<file path="src/rtl/fetch_stage.sv">
// fetch_stage: PC register, synchronous-read imem fetch, redirect flush and stall hold; FETCH_PERF_CNT_EN adds perf counters
module fetch_stage #(
    parameter int N = 16,
    parameter int PC_W = 8,
    parameter logic [N-1:0] NOP = 16'hB000
) (
    input  logic            clk,
    input  logic            rst,
    input  logic            stall,
    input  logic [2:0]      pc_write_en,
    input  logic            flag_z,
    input  logic            flag_n,
    input  logic [PC_W-1:0] jump_target,
    output logic [PC_W-1:0] imem_addr,
    input  logic [N-1:0]    imem_rdata,
    output logic [N-1:0]    instruction,
    output logic [PC_W-1:0] instr_pc,
    output logic            instr_valid,
    output logic            branch_taken
`ifdef FETCH_PERF_CNT_EN
    ,
    output logic [15:0]     perf_fetch_cnt,
    output logic [15:0]     perf_flush_cnt
`endif
);
    typedef enum logic [1:0] {S_BOOT, S_RUN, S_FLUSH} state_t;
    state_t          state_q, state_d;
    logic [PC_W-1:0] pc_q, pc_d;
    logic [PC_W-1:0] rd_pc_q, rd_pc_d;
    logic            held_q, held_d;
    logic [N-1:0]    hold_instr_q, hold_instr_d;
    logic [PC_W-1:0] hold_pc_q, hold_pc_d;
    logic            taken, hold;
    // Redirect decision, next PC/state, and the skid copy of the word frozen by a stall
    always_comb begin
        taken = pc_write_en[2] | (pc_write_en[1] & flag_z) | (pc_write_en[0] & flag_n);
        hold = stall & ~taken;
        pc_d = taken ? jump_target : hold ? pc_q : pc_q + PC_W'(1);
        state_d = taken ? S_FLUSH : hold ? state_q : S_RUN;
        rd_pc_d = pc_q;
        held_d = hold & (state_q == S_RUN);
        hold_instr_d = held_q ? hold_instr_q : imem_rdata;
        hold_pc_d = held_q ? hold_pc_q : rd_pc_q;
    end
    // Output view: bubble outside S_RUN, frozen copy while held, else the word just read
    always_comb begin
        instr_valid = state_q == S_RUN;
        instruction = !instr_valid ? NOP : held_q ? hold_instr_q : imem_rdata;
        instr_pc = held_q ? hold_pc_q : rd_pc_q;
        imem_addr = pc_q;
        branch_taken = taken;
    end
    // Pipeline state registers; reset restarts at PC 0 in S_BOOT and drops any flush or hold
    always_ff @(posedge clk) begin
        if (rst) begin
            state_q <= S_BOOT;
            pc_q <= '0;
            rd_pc_q <= '0;
            held_q <= 1'b0;
            hold_instr_q <= NOP;
            hold_pc_q <= '0;
        end else begin
            state_q <= state_d;
            pc_q <= pc_d;
            rd_pc_q <= rd_pc_d;
            held_q <= held_d;
            hold_instr_q <= hold_instr_d;
            hold_pc_q <= hold_pc_d;
        end
    end
`ifdef FETCH_PERF_CNT_EN
    logic [15:0] perf_fetch_q, perf_fetch_d, perf_flush_q, perf_flush_d;
    // Saturating counts of consumed valid words and accepted redirects
    always_comb begin
        perf_fetch_d = (instr_valid & ~stall & ~&perf_fetch_q) ? perf_fetch_q + 16'd1 : perf_fetch_q;
        perf_flush_d = (taken & ~&perf_flush_q) ? perf_flush_q + 16'd1 : perf_flush_q;
        perf_fetch_cnt = perf_fetch_q;
        perf_flush_cnt = perf_flush_q;
    end
    // Counter registers
    always_ff @(posedge clk) begin
        if (rst) begin
            perf_fetch_q <= '0;
            perf_flush_q <= '0;
        end else begin
            perf_fetch_q <= perf_fetch_d;
            perf_flush_q <= perf_flush_d;
        end
    end
`endif
endmodule

</file>
<file path="config.mk">
export PLATFORM = sky130hd
export DESIGN_NAME = fetch_stage
export DESIGN_NICKNAME = d
export VERILOG_FILES = /design/src/rtl/fetch_stage.sv
export SDC_FILE = /design/constraint.sdc
export NUM_CORES = 1
export LEC_CHECK = 0
export CAP_MARGIN = 15
export CORE_MARGIN = 4
export CORE_UTILIZATION = 47
export DETAILED_ROUTE_END_ITERATION = 12
export GPL_TIMING_DRIVEN = 0
export HOLD_SLACK_MARGIN = 0.05
export PLACE_DENSITY = 0.82
export SLEW_MARGIN = 20
export SYNTH_ARGS = -nofsm -noshare
export SYNTH_HDL_FRONTEND = slang
export SYNTH_SLANG_ARGS = --single-unit
export TNS_END_PERCENT = 20
</file>
<file path="constraint.sdc">
create_clock -name clk -period 2.4 [get_ports clk]
set_input_delay 0.48 -clock clk [delete_from_list [all_inputs] [get_ports clk]]
set_output_delay 0.48 -clock clk [all_outputs]
set_load 0.005 [all_outputs]
</file>
==> flow_summary.json <==
{
  "fp.dieW_um": 69.2,
  "drc": 0,
  "num_vias": 1414,
  "grt_max_degree": 15,
  "clock-sinks": 43,
  "ant_nets": 0,
  "fp.coreArea_um2": 3470,
  "first_global_vias": 1314,
  "min_path_type": "input pin to flop",
  "grt_pass1_wl_mm": 6.47,
  "cts-root-buf": "clkbuf_8",
  "routabilityCongestion": 0.827,
  "drv_cap": 0,
  "final_layout_size_suffix_gt1_share_pct": 10.7,
  "seq_area_frac_synth_pct": 49.0,
  "io_pins": 66,
  "clk_latency_ps": 300,
  "setup_violations": 0,
  "critical_path_peak_fanout": 4,
  "yosysTopAreaCell": "dfxtp_1",
  "nets": 276,
  "htree_levels": 2,
  "vias_per_cell": 4.88,
  "max_freq_mhz": 436,
  "relSlewSlack_pct": 68.4,
  "cp_data_required_time_ps": 1920,
  "status": "complete, no violations",
  "layout-area-overhead-vs-synth_pct": 47.7,
  "wl_per_cell_um": 13.5,
  "ctsHoldBuffers": 0,
  "path_class": "input pin to primary output",
  "grt_util_all_layers_pct": 16.9,
  "ys_warn_count": 0,
  "die_y_um": 69.2,
  "die_area_um2": 4780,
  "fin_area_um2": 2600,
  "fin_setup_tns_ps": 0,
  "finClkSkew_ps": 7.51,
  "portBuffers": 64,
  "async_flop_share_pct": 0,
  "power.density_nw_per_um2": 596,
  "period_minus_slack_ps": 2290,
  "synthesis.area_um2": 1760,
  "syn-instance-count": 172,
  "synth_top_area_share_pct": 49.0,
  "clockPowerShare_pct": 36.1,
  "fillers": 260,
  "ys_ff_latch": 43,
  "switchingPower_mw": 0.355,
  "num_antenna_cells": 0,
  "cts_buffer_depth": 2,
  "antenna_found_initial": 0,
  "synth_flop_cell": "dfxtp_1",
  "syn_avg_cell_area_um2": 10.2,
  "p_leak_nw": 0.987,
  "seqPwrFrac_pct": 50.4,
  "clkTransAtPathRegs_ps": 80,
  "ir_drop_mv": 0.456,
  "critPathLaunchType": "input pin",
  "ys_top_cells_by_area": "dfxtp_1 (49%), mux2i_1 (9.7%), nor2_1 (7.0%), nor2b_1 (5.7%), mux2_1 (5.1%)",
  "worst_setup_path_end_kind": "primary output",
  "dp_hpwl_mm": 2.92,
  "cts_tree": "done",
  "share_comb_of_total_power_pct": 13.5,
  "drtIter0Drc": 86,
  "ys_types": 31,
  "overflow": 0,
  "synth-edff-count": 0,
  "hold_viol": 0,
  "dr.pass1.iters": 4,
  "numCtsBuffers": 5,
  "switching_share_pct": 22.9,
  "period_share_pct": 95.6,
  "power.internal_mw": 1.19,
  "tightest_slew_ps": 475,
  "drv_slew": 0,
  "arrival_ps": 1810,
  "synth.net_count": 205,
  "wl_mm": 3.91,
  "rsz0062_at_grt": "false",
  "place_area_um2": 2460,
  "rows": 21,
  "initial_utilization_pct": 50.7
}
[cell usage after synthesis, types with 2 or more instances]
cell type	number
nor2b_1	16
buf_6	2
nor3_1	2
nand4b_1	2
dfxtp_1	43
nand2b_1	4
a311oi_2	3
buf_4	2
nand2_1	8
xor2_1	2
mux2_1	8
nor2_1	33
a211oi_1	2
a21oi_1	2
clkbuf_1	5
or3_1	4
o21ai_0	4
mux2i_1	17
[placed cells by master, fill, tap and decap left out, types with 3 or more instances in the layout]
cell	synthesis	final
or3_1	4	4
clkbuf_1	5	4
o21ai_0	4	4
nand2_1	8	8
nand2b_1	4	4
mux2i_1	17	15
nor2_1	33	33
clkbuf_8	0	5
clkdlybuf4s50_1	0	64
mux2_1	8	8
nor2b_1	16	16
dfxtp_1	43	43
a311oi_2	3	3
[flip-flops by register name, summed over array words and instances, names as in the netlist]
register,flops
state_q,2
imem_addr,8
hold_pc_q,8
hold_instr_q,16
held_q,1
rd_pc_q,8
[worst paths after layout]
path                      from            to  slack [ps]  cells after the start
setup / recovery        flag_z  branch_taken         110                      4
hold / removal           stall        held_q         430                      3
setup reg to reg  imem_addr[0]  imem_addr[4]         820                      4
hold reg to reg     state_q[1]    state_q[1]         470                      2
[cell families (layout without fill, tap and decap cells)]
group / Yosys count / count (layout) / synth area share (%)
buffers and inverters: 12 / 84 / 3.91
adder cells (fa/ha/maj): 1 / 1 / 0.712
AND/OR/NAND/NOR: 74 / 74 / 22.3
XOR/XNOR: 3 / 3 / 1.49
multiplexers: 25 / 25 / 14.8
AO/OA/AOI/OAI: 14 / 14 / 7.83
flip-flops: 43 / 43 / 49.0
[worst max-delay path: stages]
cell	delay (ps)
clkdlybuf4s50_1	440
a221oi_4	340
inv_2	100
clkdlybuf4s50_1	450
[area by class of cell]
| cell class | instances | area, µm² | share of cell area (%) |
|---|---|---|---|
| inverter | 2 | 7.51 | 0.289 |
| clock inverter | 3 | 43.8 | 1.69 |
| clock buffer | 5 | 68.8 | 2.65 |
| multi-input combinational | 117 | 845 | 32.5 |
| buffer | 9 | 65.1 | 2.51 |
| tap | 46 | 57.6 | 2.22 |
| sequential | 43 | 861 | 33.2 |
| timing repair buffer | 65 | 648 | 25.0 |
[timing repair]
action,in CTS,in global routing
setup endpoints to repair,11,10
pin swaps,1,0
endpoints found under the hold margin,0,0
buffers inserted,1,0
gates resized for setup,8,2
[power by group through the flow]
stage / Combinational, mW / Sequential, mW / Clock [mW]
6_report: 0.209 / 0.780 / 0.558
5_1_grt: 0.228 / 0.786 / 0.604
4_1_cts: 0.212 / 0.780 / 0.570
3_5_place_dp: 0.207 / 0.796 / 0
3_3_place_gp: 0.203 / 0.795 / 0
2_1_floorplan: 0.0899 / 0.789 / 0
[per-stage QoR]
step / instances / util [%] / total power, mW / hold WS [ps] / setup WS [ps]
after floorplan: 172 / - / 0.879 / 431 / 793
after global placement: 282 / 70.8 / 0.998 / 444 / -98.6
after detailed placement: 282 / 70.8 / 1.00 / 456 / -101
after CTS: 291 / 75.3 / 1.56 / 417 / 6.79
after global routing: 290 / 74.9 / 1.62 / 420 / 14.5
final: 290 / 74.9 / 1.55 / 427 / 106
[layer usage]
layer	up-vias	global-route usage [%]	part of all wire, %
li1	720	-	-
met1	651	20.4	46
met2	36	27.2	48
met3	7	5.52	4.1
met4	0	7.38	2.0
met5	-	0	0
Power figures use the tool's default switching activity.
